`config.mk`:
```
export PLATFORM = sky130hd
export DESIGN_NAME = fir_ctrl_sequencer
export DESIGN_NICKNAME = d
export VERILOG_FILES = /design/src/rtl/fir_ctrl_sequencer.sv
export SDC_FILE = /design/constraint.sdc
export NUM_CORES = 1
export LEC_CHECK = 0
export CAP_MARGIN = 40
export CORE_AREA = 2 2 244 150
export DETAILED_ROUTE_END_ITERATION = 7
export DIE_AREA = 0 0 246 152
export GPL_ROUTABILITY_DRIVEN = 0
export GPL_TIMING_DRIVEN = 0
export PLACE_DENSITY_LB_ADDON = 0.15
export SLEW_MARGIN = 20
export SYNTH_ARGS = -nofsm -noshare
export SYNTH_HDL_FRONTEND = slang
export SYNTH_SLANG_ARGS = --single-unit
export TNS_END_PERCENT = 50
```
`constraint.sdc`:
```
create_clock -name clk_12m_i -period 3.5 [get_ports clk_12m_i]
set_clock_uncertainty 0.15 [all_clocks]
set_input_delay 0.35 -clock clk_12m_i [delete_from_list [all_inputs] [get_ports clk_12m_i]]
set_output_delay 0.35 -clock clk_12m_i [all_outputs]
set_load 0.05 [all_outputs]
```
`src/rtl/fir_ctrl_sequencer.sv`:
```
// Drives the reconfigurable FIR from the 12 MHz domain. Host coefficients are staged in a FIFO and
// written as bursts to four banks. Each sample strobe triggers one memory-read/MAC sweep.
//
// state | meaning
// IDLE  | nothing driven; a pending sample is served first, then a full bank of staged coefficients
// RD    | TAPS-cycle memory-read/MAC sweep for the captured module and sample
// WR    | TAPS-cycle coefficient burst into the current bank, popping the FIFO each cycle
module fir_ctrl_sequencer #(
    parameter int TAPS       = 10,
    parameter int FIFO_DEPTH = 16
) (
    input  logic        clk_12m_i,
    input  logic        rst_i,
    input  logic        en_sample_600k_i,
    input  logic [2:0]  fir_in_i,
    input  logic [1:0]  rd_sel_i,
    input  logic        coeff_wr_valid_i,
    input  logic [15:0] coeff_wr_data_i,
    output logic        coeff_wr_ready_o,
    output logic        coeff_update_flag_o,
    output logic [15:0] wt_dt_ram_o,
    output logic        mem_rd_flag_o,
    output logic [1:0]  module_sel_o,
    output logic [2:0]  fir_in_o,
    output logic        coeff_loaded_o,
    output logic        overrun_o
);

    localparam int PTR_W = (FIFO_DEPTH > 1) ? $clog2(FIFO_DEPTH) : 1;
    localparam int CNT_W = $clog2(FIFO_DEPTH + 1);
    localparam int TAP_W = (TAPS > 1) ? $clog2(TAPS) : 1;

    localparam logic [1:0] ST_IDLE = 2'd0;
    localparam logic [1:0] ST_RD   = 2'd1;
    localparam logic [1:0] ST_WR   = 2'd2;

    logic [1:0]       state_q, state_d;
    logic [TAP_W-1:0] cnt_q, cnt_d;
    logic [1:0]       bank_q, bank_d;
    logic             pend_q, pend_d;
    logic             pend_consume;
    logic [2:0]       cap_fir_q, cap_fir_d;
    logic [1:0]       cap_sel_q, cap_sel_d;

    logic [15:0]      fifo_mem [FIFO_DEPTH];
    logic [PTR_W-1:0] wr_ptr_q, wr_ptr_d;
    logic [PTR_W-1:0] rd_ptr_q, rd_ptr_d;
    logic [CNT_W-1:0] count_q, count_d;
    logic             push, pop;

    logic             ready_q, ready_d;
    logic             upd_q, upd_d;
    logic [15:0]      wt_q, wt_d;
    logic             mem_rd_q, mem_rd_d;
    logic [1:0]       sel_q, sel_d;
    logic [2:0]       fir_q, fir_d;
    logic             loaded_q, loaded_d;
    logic             overrun_q, overrun_d;

    always_comb begin
        state_d      = state_q;
        cnt_d        = cnt_q;
        bank_d       = bank_q;
        loaded_d     = loaded_q;
        pend_consume = 1'b0;
        case (state_q)
            ST_IDLE: begin
                if (pend_q) begin
                    state_d      = ST_RD;
                    cnt_d        = '0;
                    pend_consume = 1'b1;
                end else if (count_q >= CNT_W'(TAPS)) begin
                    state_d = ST_WR;
                    cnt_d   = '0;
                end
            end
            ST_RD: begin
                if (cnt_q == TAP_W'(TAPS - 1)) begin
                    state_d = ST_IDLE;
                end else begin
                    cnt_d = cnt_q + 1'b1;
                end
            end
            ST_WR: begin
                if (cnt_q == TAP_W'(TAPS - 1)) begin
                    state_d = ST_IDLE;
                    bank_d  = bank_q + 2'd1;
                    if (bank_q == 2'd3) begin
                        loaded_d = 1'b1;
                    end
                end else begin
                    cnt_d = cnt_q + 1'b1;
                end
            end
            default: begin
                state_d = ST_IDLE;
                cnt_d   = '0;
            end
        endcase
    end

    // A strobe in the same cycle the previous one is consumed is a fresh request, not a loss.
    always_comb begin
        pend_d    = pend_q;
        cap_fir_d = cap_fir_q;
        cap_sel_d = cap_sel_q;
        overrun_d = overrun_q;
        if (pend_consume) begin
            pend_d = 1'b0;
        end
        if (en_sample_600k_i) begin
            pend_d    = 1'b1;
            cap_fir_d = fir_in_i;
            cap_sel_d = rd_sel_i;
            if (pend_q && !pend_consume) begin
                overrun_d = 1'b1;
            end
        end
    end

    assign push = coeff_wr_valid_i && ready_q;
    assign pop  = (state_d == ST_WR);

    always_comb begin
        wr_ptr_d = wr_ptr_q;
        rd_ptr_d = rd_ptr_q;
        if (push) begin
            wr_ptr_d = (wr_ptr_q == PTR_W'(FIFO_DEPTH - 1)) ? '0 : wr_ptr_q + 1'b1;
        end
        if (pop) begin
            rd_ptr_d = (rd_ptr_q == PTR_W'(FIFO_DEPTH - 1)) ? '0 : rd_ptr_q + 1'b1;
        end
        case ({push, pop})
            2'b10:   count_d = count_q + 1'b1;
            2'b01:   count_d = count_q - 1'b1;
            default: count_d = count_q;
        endcase
        ready_d = (count_d < CNT_W'(FIFO_DEPTH));
    end

    // Outputs are registered from the next state so they line up with the state they belong to.
    always_comb begin
        mem_rd_d = 1'b0;
        upd_d    = 1'b0;
        wt_d     = '0;
        sel_d    = '0;
        fir_d    = '0;
        case (state_d)
            ST_RD: begin
                mem_rd_d = 1'b1;
                if (state_q != ST_RD) begin
                    sel_d = cap_sel_q;
                    fir_d = cap_fir_q;
                end else begin
                    sel_d = sel_q;
                end
            end
            ST_WR: begin
                upd_d = 1'b1;
                sel_d = bank_q;
                wt_d  = fifo_mem[rd_ptr_q];
            end
            default: begin
                sel_d = '0;
            end
        endcase
    end

    always_ff @(posedge clk_12m_i) begin
        if (push) begin
            fifo_mem[wr_ptr_q] <= coeff_wr_data_i;
        end
    end

    always_ff @(posedge clk_12m_i) begin
        if (rst_i) begin
            state_q   <= ST_IDLE;
            cnt_q     <= '0;
            bank_q    <= '0;
            pend_q    <= 1'b0;
            cap_fir_q <= '0;
            cap_sel_q <= '0;
            wr_ptr_q  <= '0;
            rd_ptr_q  <= '0;
            count_q   <= '0;
            ready_q   <= 1'b1;
            upd_q     <= 1'b0;
            wt_q      <= '0;
            mem_rd_q  <= 1'b0;
            sel_q     <= '0;
            fir_q     <= '0;
            loaded_q  <= 1'b0;
            overrun_q <= 1'b0;
        end else begin
            state_q   <= state_d;
            cnt_q     <= cnt_d;
            bank_q    <= bank_d;
            pend_q    <= pend_d;
            cap_fir_q <= cap_fir_d;
            cap_sel_q <= cap_sel_d;
            wr_ptr_q  <= wr_ptr_d;
            rd_ptr_q  <= rd_ptr_d;
            count_q   <= count_d;
            ready_q   <= ready_d;
            upd_q     <= upd_d;
            wt_q      <= wt_d;
            mem_rd_q  <= mem_rd_d;
            sel_q     <= sel_d;
            fir_q     <= fir_d;
            loaded_q  <= loaded_d;
            overrun_q <= overrun_d;
        end
    end

    assign coeff_wr_ready_o    = ready_q;
    assign coeff_update_flag_o = upd_q;
    assign wt_dt_ram_o         = wt_q;
    assign mem_rd_flag_o       = mem_rd_q;
    assign module_sel_o        = sel_q;
    assign fir_in_o            = fir_q;
    assign coeff_loaded_o      = loaded_q;
    assign overrun_o           = overrun_q;

endmodule

```
==> impl_metrics.py, run 1 <==
metrics = {
    "route": {
        "wl_per_cell_um": 21.8,
        "first_pass_iters": 5,
        "drt_wl_total_um": 28900,
        "postRouteAntennaNets": 0,
        "viasPerCell": 4.91,
        "drcViolationCount": 0,
        "vias": 6530,
        "drt_iter0_drc": 505,
    },
    "worst_hold_path": {
        "min-delay-start": "en_sample_600k_i",
        "holdCritPathClass": "in -> reg",
    },
    "logic_synthesis": {
        "ys_top_cells_by_count": "256 x edfxtp_1, 70 x mux2i_1, 53 x dfxtp_1",
        "synth_cell_type_count": 53,
        "synth_top_cell_by_area": "edfxtp_1",
        "syn_area_per_cell_um2": 16.6,
        "synthFlopType": "edfxtp_1",
        "synthDominantCellAreaShare": 0.632,
        "async_reset_ff_frac": 0,
        "synthCells": 734,
        "synth_nets": 778,
        "ys_seq_elements": 309,
        "synthTopCellsByArea": "edfxtp_1 63%, dfxtp_1 8.7%, mux2i_1 5.8%, mux2_2 3.1%, mux4_2 2.4%",
        "yosysSeqAreaShare": 0.719,
        "yosysMostFrequentCell": "edfxtp_1",
        "synth_edf_count": 256,
        "synth.cell_area_um2": 12200,
        "ys_warn_count": 0,
    },
    "pwr": {
        "leakage_nw": 4.66,
        "internal_power_mw": 5.71,
        "p_clk_frac": 0.411,
        "ir_drop_mv": 0.339,
        "power_switching_mw": 1.54,
        "combPwrFrac": 0.032,
        "p_seq_frac": 0.558,
        "switching_share": 0.212,
        "power_density_nw_per_um2": 503,
    },
    "clocking": {
        "htreeDepth": 1,
        "clock_latency_ps": 560,
        "ctsHoldBuffers": 0,
        "cts_root_buf": "clkbuf_16",
        "numClockSinks": 309,
        "post_cts_buffers": 0,
        "clkTransAtPathRegs_ps": 70,
        "numCtsBuffers": 29,
        "cts_tree": "built",
        "clk_path_buf_depth": 3,
    },
    "global_route": {
        "grt_max_degree": 17,
        "grt_pass1_wl_um": 43500,
        "track_usage": 0.157,
        "antenna_found_initial": 0,
        "grt_overflow_total": 0,
        "grt_pass1_vias": 6617,
    },
    "timing": {
        "tightest_slew_ps": 734,
        "min_period_ps": 3320,
        "hold_viol_final": 0,
        "relSlewSlack": 0.510,
        "finalMaxSlewViolations": 0,
        "setup_viol": 0,
        "setup_tns_ps": 0,
        "min_period_over_period": 0.950,
        "grt_setup_unrepaired": "no",
        "clock.fmax_mhz": 301,
        "timing.hold.ws_ps": 138,
        "setup_ws_ps": 176,
    },
    "setup_path": {
        "critPathLaunch": "state_q[0]",
        "cp.arrival_ps": 3620,
        "cp-end-kind": "flip-flop",
        "cp.required_ps": 3800,
        "r2r_start": "state_q[0]",
        "crit_fanout": 6,
        "worstSetupPathType": "reg -> reg",
        "start_kind": "flip-flop",
    },
    "die": {
        "rows": 54,
        "die_area_um2": 37400,
        "fp.dieW_um": 246,
        "start_util": 0.343,
        "core_area_um2": 35500,
        "ioPinCount": 51,
        "fp.dieH_um": 152,
    },
    "place": {
        "hpwl_um": 19000,
        "portBuffers": 49,
        "post-place-cells": 1275,
        "preCtsSetupSlack_ps": -55.4,
    },
    "final_layout": {
        "stdcell_count": 1329,
        "antennaDiodeCount": 0,
        "drive_above_1_share": 0.183,
        "area_growth_pct": 18.3,
        "fin_nets": 874,
    },
    "run": {
        "drv_cap": 0,
    },
    "outcome": {
        "status": "finished clean",
    },
}
cells by family (layout without fill, tap and decap cells):
kind of cell | Yosys count | after routing | share of synthesized area
DFF | 309 | 309 | 0.719
xor gates and xnor gates | 5 | 5 | 0.00360
muxes | 122 | 122 | 0.123
buffers and inverters | 50 | 169 | 0.0245
and+or+nand+nor | 128 | 128 | 0.0531
AOI/OAI and AO/OA | 101 | 101 | 0.0565
adders and majority gates | 19 | 19 | 0.0202
metal layers:
metal  part of all wire  global-route usage  vias to the layer above  routed length [um]
met1               0.54               0.255                     3293               15600
met3              0.048              0.0299                       46                1380
met2               0.39               0.212                      140               11400
met5                  0                   0                        -                   0
met4              0.021              0.0317                        0                 602
li1                   -                   -                     3051                   -
cells in the final DEF, fill, tap and decap left out, types with 4 or more instances in the layout:
cell             synthesis  final
edfxtp_1               256    256
mux2i_1                 70     70
dfxtp_1                 53     52
clkdlybuf4s50_1          0     49
mux2_2                  34     34
a22oi_1                 31     31
nor2_1                  42     30
clkbuf_16                0     29
nand2b_1                21     21
o21ai_1                 18     19
nand2_1                 17     17
a21oi_1                 17     17
nand3_1                 17     17
ha_1                    18     17
o221ai_1                16     16
buf_2                   15     15
clkbuf_1                 9     13
mux4_2                  13     13
inv_1                   11     11
buf_4                    3     10
nor2_2                   1      9
buf_8                    1      9
clkinv_2                 0      9
buf_6                    7      8
and2_1                   5      5
nor2b_1                  5      5
clkinv_1                 0      5
nor2_4                   0      4
nor3_2                   0      4
xor2_1                   4      4
or3_1                    4      4
mux4_1                   4      4
clkbuf_8                 0      4
final cells by class:
type                            instances  area [um2]
Tap cell                              476         596
Sequential cell                       309        8750
Buffer                                 39         258
Timing Repair Buffer                   65         674
Inverter                               11        41.3
Fill cell                            3255       21100
Clock inverter                         16        80.1
Multi-Input combinational cell        375        3190
Clock buffer                           38         800
flip-flops by register name, summed over array words and instances (netlist names), 3 cells and up, named ones only:
| signal | cells |
|---|---|
| wt_dt_ram_o | 16 |
| fifo_mem | 256 |
| rd_ptr_q | 4 |
| cnt_q | 4 |
| count_q | 4 |
| fir_in_o | 3 |
| cap_fir_q | 3 |
| wr_ptr_q | 4 |
metrics by stage:
| stage | cell area [um2] | total power [mW] | util |
|---|---|---|---|
| floorplan | 12200 | 4.22 | - |
| global placement | 13200 | 4.34 | 0.373 |
| detailed placement | 13500 | 4.35 | 0.381 |
| CTS | 14400 | 7.33 | 0.405 |
| global route | 14400 | 7.51 | 0.406 |
| finish | 14400 | 7.24 | 0.406 |
power by group through the flow:
stage	logic, mW	registers, mW	clock network (mW)
2_1_floorplan	0.0954	4.12	0
3_3_place_gp	0.219	4.12	0
3_5_place_dp	0.233	4.12	0
4_1_cts	0.233	4.04	3.06
5_1_grt	0.257	4.04	3.21
6_report	0.232	4.04	2.97
worst max-delay path: stages (launching register included):
cell and delay, ps:
dfxtp_1 380, inv_1 90, ha_1 340, inv_1 90
o21ai_1 170, o21ai_2 100, ha_1 230, ha_2 230
fa_1 410, a21o_1 170, a21oi_1 160, mux2_2 370
mux2_1 310
what timing repair did:
item | in CTS | in global routing
gates resized for setup | 1 | 6
endpoints found under the setup margin | 1 | 10
gates cloned | 0 | 0
final timing paths:
| check | endpoint | slack, ps | cells past startpoint |
|---|---|---|---|
| hold / removal | pend_q | 140 | 3 |
| setup reg to reg | flip-flop | 180 | 12 |
| setup / recovery | flip-flop | 180 | 12 |
| hold reg to reg | fir_in_o[2] | 310 | 1 |
No activity file was read; power rests on OpenSTA's default activity.
==> inputs of run 2 (changes only) <==
--- a/config.mk
+++ b/config.mk
@@ -12,7 +12,6 @@
 export GPL_ROUTABILITY_DRIVEN = 0
 export GPL_TIMING_DRIVEN = 0
 export PLACE_DENSITY_LB_ADDON = 0.15
-export SLEW_MARGIN = 20
 export SYNTH_ARGS = -nofsm -noshare
 export SYNTH_HDL_FRONTEND = slang
 export SYNTH_SLANG_ARGS = --single-unit
==> impl_metrics.py, run 2 (synthesis gave the netlist of run 1 again) <==
metrics = {
    "final_layout": {
        "antennaDiodeCount": 0,
        "largest_reg_flops": 256,
        "fin_nets": 878,
        "final_cell_mix": "256 x edfxtp_1, 70 x mux2i_1, 52 x dfxtp_1, 49 x clkdlybuf4s50_1, 34 x mux2_2",
        "area_growth_pct": 20.0,
        "n_fill_cell": 3196,
        "final_common_cell": "edfxtp_1",
        "fin_util": 0.411,
        "drive_above_1_share": 0.188,
        "largest-register": "fifo_mem",
        "final_area_um2": 14600,
    },
    "setup_path": {
        "max_stage_delay_ps": 410,
        "crit_buf_inv": 2,
        "path_delay_family": "adder cells",
        "crit_fanout": 6,
        "start_kind": "flip-flop",
        "cp.required_ps": 3800,
        "cp.arrival_ps": 3620,
        "path_cells": "inv_1 -> ha_1 -> inv_1 -> o21ai_1 -> o21ai_2 -> ha_1 -> ha_2 -> fa_1 -> a21o_1 -> a21oi_1 -> mux2_2 -> mux2_1",
        "reg2reg_depth": 12,
        "cp_slowest_cell": "fa_1",
        "crit_cells": 12,
        "worstSetupPathType": "reg -> reg",
        "cp-end-kind": "flip-flop",
    },
    "timing": {
        "min_period_ps": 3330,
        "grt_setup_unrepaired": "no",
        "tightest_slew_ps": 895,
        "clock.fmax_mhz": 301,
        "relSlewSlack": 0.400,
        "finalMaxSlewViolations": 0,
        "setup_ws_ps": 174,
        "setup_viol": 0,
        "timing.hold.ws_ps": 125,
        "hold_viol_final": 0,
        "min_period_over_period": 0.950,
    },
    "route": {
        "drcViolationCount": 0,
        "viasPerCell": 4.90,
        "vias": 6531,
        "first_pass_iters": 5,
        "drt_wl_total_um": 28600,
        "postRouteAntennaNets": 0,
        "wl_per_cell_um": 21.4,
        "drt_iter0_drc": 543,
    },
    "global_route": {
        "track_usage": 0.155,
        "use_met3": 0.0320,
        "use_met1": 0.251,
        "grt_pass1_wl_um": 43100,
        "grtUsageMet2": 0.212,
        "grt_pass1_vias": 6643,
        "gr-max-usage-layer": "met1",
        "grt_overflow_total": 0,
        "antenna_found_initial": 0,
        "grt_max_degree": 17,
    },
    "die": {
        "rows": 54,
        "core_area_um2": 35500,
        "fp.dieH_um": 152,
        "start_util": 0.343,
        "fp.dieW_um": 246,
        "ioPinCount": 51,
        "die_area_um2": 37400,
    },
    "clocking": {
        "numCtsBuffers": 30,
        "cts_tree": "built",
        "clk_path_buf_depth": 3,
        "clkTransAtPathRegs_ps": 60,
        "numClockSinks": 309,
        "htreeDepth": 1,
        "ctsHoldBuffers": 0,
        "cts_root_buf": "clkbuf_16",
        "clock_latency_ps": 580,
        "post_cts_buffers": 0,
    },
    "pwr": {
        "power_density_nw_per_um2": 527,
        "leakage_nw": 4.76,
        "finalPower_mw": 7.69,
        "ir_drop_mv": 0.371,
    },
    "worst_hold_path": {
        "holdPathStages": 3,
        "holdCritPathClass": "in -> reg",
    },
    "place": {
        "hpwl_um": 18900,
        "portBuffers": 49,
        "place_area_um2": 13500,
        "preCtsSetupSlack_ps": -21.9,
    },
    "run": {
        "drv_cap": 0,
    },
    "outcome": {
        "status": "finished clean",
    },
}
-- run 2: worst paths after layout --
kind	startpoint	end	slack [ps]
setup / recovery	state_q[0]	flip-flop	170
hold / removal	en_sample_600k_i	pend_q	120
hold reg to reg	cap_fir_q[2]	fir_in_o[2]	300
setup reg to reg	state_q[0]	flip-flop	170
-- run 2: cell type report --
type / count / area (um2) / share of cell area
clock inverters: 22 / 267 / 0.0183
well taps: 476 / 596 / 0.0408
multi-input cells: 375 / 3170 / 0.217
clock buffers: 34 / 766 / 0.0525
plain buffers: 39 / 258 / 0.0177
repair buffers: 68 / 739 / 0.0507
inverters: 11 / 41.3 / 0.00283
flip-flops and latches: 309 / 8750 / 0.600
-- run 2: tightest hold or removal path: stages --
cell      delay [ps]
clkbuf_1         240
nor2_1           170
nor2_1            40
-- run 2: metrics by stage --
stage,cells,TNS (ps)
6_report,1334,0
5_1_grt,1334,0
4_1_cts,1334,0
3_5_place_dp,1278,-21.9
3_3_place_gp,1259,-52890
2_1_floorplan,734,0
-- run 2: what timing repair did --
| item | CTS | global route |
|---|---|---|
| setup endpoints to repair | 1 | 6 |
| pin swaps | 0 | 0 |
| gates resized for setup | 1 | 6 |
-- run 2: power breakdown --
part	switching [mW]	internal, mW	total [mW]
Clock	1.41	2.01	3.42
Sequential	0.0167	4.02	4.04
Combinational	0.149	0.0780	0.227
Total	1.58	6.11	7.69
-- run 2: metal layers --
layer,vias up,share of wire
met1,3292,0.53
met3,33,0.051
met4,0,0.014
met2,151,0.40
li1,3055,-
met5,-,0
==> inputs of run 3 (changes only) <==
--- a/config.mk
+++ b/config.mk
@@ -10,7 +10,7 @@
 export DETAILED_ROUTE_END_ITERATION = 7
 export DIE_AREA = 0 0 246 152
 export GPL_ROUTABILITY_DRIVEN = 0
-export GPL_TIMING_DRIVEN = 0
+export GPL_TIMING_DRIVEN = 1
 export PLACE_DENSITY_LB_ADDON = 0.15
 export SYNTH_ARGS = -nofsm -noshare
 export SYNTH_HDL_FRONTEND = slang
==> impl_metrics.py, run 3 (synthesis gave the netlist of run 1 again) <==
metrics = {
    "run": {
        "drv_cap": 0,
    },
    "global_route": {
        "grtUsageMet2": 0.221,
        "grt_pass1_vias": 6653,
        "gr-max-usage-layer": "met2",
        "grt_pass1_wl_um": 40800,
        "use_met1": 0.213,
        "grt_overflow_total": 0,
        "use_met3": 0.0265,
        "antenna_found_initial": 0,
        "grt_max_degree": 56,
        "track_usage": 0.144,
    },
    "die": {
        "ioPinCount": 51,
        "start_util": 0.343,
        "fp.dieW_um": 246,
        "fp.dieH_um": 152,
        "rows": 54,
        "die_area_um2": 37400,
        "core_area_um2": 35500,
    },
    "worst_hold_path": {
        "holdCritPathClass": "in -> reg",
        "holdPathStages": 3,
        "min-delay-start": "rd_sel_i[1]",
        "holdPathEnd": "cap_sel_q[1]",
    },
    "clocking": {
        "clkTransAtPathRegs_ps": 60,
        "ctsHoldBuffers": 0,
        "cts_root_buf": "clkbuf_16",
        "htreeDepth": 1,
        "post_cts_buffers": 0,
        "cts_resized": 0,
        "numCtsBuffers": 30,
        "clock_latency_ps": 560,
        "cts_tree": "built",
        "clk_path_buf_depth": 3,
        "numClockSinks": 309,
    },
    "timing": {
        "setup_tns_ps": 0,
        "relSlewSlack": 0.400,
        "grt_setup_unrepaired": "no",
        "min_period_over_period": 0.943,
        "setup_viol": 0,
        "tightest_slew_ps": 896,
        "timing.hold.ws_ps": 259,
        "hold_viol_final": 0,
        "finalMaxSlewViolations": 0,
        "clock.fmax_mhz": 303,
        "min_period_ps": 3300,
    },
    "setup_path": {
        "crit_fanout": 4,
        "cp.required_ps": 3800,
        "path_cells": "inv_1 -> ha_4 -> inv_1 -> o21ai_1 -> o21ai_1 -> ha_1 -> ha_1 -> fa_1 -> a21o_1 -> a21oi_1 -> mux2_2 -> mux2_1",
        "cp-end-kind": "flip-flop",
        "max_stage_delay_ps": 410,
        "cp_slowest_cell": "fa_1",
        "cp.arrival_ps": 3600,
        "crit_buf_inv": 2,
        "worstSetupPathType": "reg -> reg",
        "r2r_start": "state_q[0]",
        "r2r_slack_ps": 200,
        "start_kind": "flip-flop",
        "reg2reg_depth": 12,
        "path_delay_family": "adder cells",
    },
    "pwr": {
        "leakage_nw": 4.64,
        "power_density_nw_per_um2": 529,
        "ir_drop_mv": 0.381,
        "finalPower_mw": 7.60,
    },
    "final_layout": {
        "regArea_um2": 8750,
        "largest-register": "fifo_mem",
        "drive_above_1_share": 0.177,
        "largest_reg_flops": 256,
        "final_common_cell": "edfxtp_1",
        "fin_nets": 855,
        "final_cell_mix": "256 x edfxtp_1, 70 x mux2i_1, 50 x dfxtp_1, 50 x clkdlybuf4s50_1, 38 x nor2_1",
        "n_fill_cell": 3209,
        "fin_util": 0.405,
        "multi_input_area_um2": 3160,
        "area_growth_pct": 18.1,
        "antennaDiodeCount": 0,
    },
    "route": {
        "first_pass_iters": 5,
        "drcViolationCount": 0,
        "postRouteAntennaNets": 0,
        "viasPerCell": 4.98,
        "wl_per_cell_um": 20.7,
        "vias": 6532,
        "drt_iter0_drc": 580,
        "drt_wl_total_um": 27100,
    },
    "outcome": {
        "status": "finished clean",
    },
    "place": {
        "hpwl_um": 16900,
        "portBuffers": 50,
    },
}
-- run 3: cell count changes in the layout (fill, tap and decap cells not counted), sizes merged --
cell	change
buf	-15
clkinv	-7
clkbuf	-6
clkinvlp	+6
bufinv	-3
clkdlybuf4s50	+1
inv	+1
-- run 3: how the worst max path moves through the flow --
stage	start	to	slack, ps	depth (start not counted)
2_1_floorplan	state_q[1]	flip-flop	320	12
3_3_place_gp	state_q[1]	flip-flop	120	12
3_5_place_dp	state_q[1]	flip-flop	60	12
4_1_cts	state_q[1]	flip-flop	40	12
5_1_grt	cnt_q[1]	flip-flop	2	12
6_report	state_q[0]	flip-flop	200	12
-- run 3: power breakdown --
part	internal [mW]	switching, mW
clock	1.92	1.42
sequential	4.02	0.0177
combinational	0.0787	0.148
-- run 3: tightest hold or removal path, stage by stage --
cell	delay, ps
clkdlybuf4s50_1	390
mux2i_1	130
nor2_1	50
-- run 3: layout make-up --
cell class              count  share of cell area
inverters                  11             0.00288
clock inverters            19              0.0142
clock buffers              37              0.0577
well taps                 476              0.0415
flip-flops and latches    309               0.610
multi-input cells         375               0.220
repair buffers             84              0.0540
-- run 3: routing by layer --
| layer | vias up | share of wire |
|---|---|---|
| met5 | - | 0 |
| met4 | 0 | 0.020 |
| met3 | 43 | 0.040 |
| met2 | 132 | 0.44 |
| met1 | 3356 | 0.50 |
| li1 | 3001 | - |
-- run 3: stage by stage --
step                      setup WS, ps  cell area [um2]  cells
after global placement             123            13300   1253
after global routing              1.87            14400   1311
after CTS                         38.4            14300   1311
after detailed placement          56.6            13300   1255
final                              198            14400   1311
after floorplan                    324            12200    734
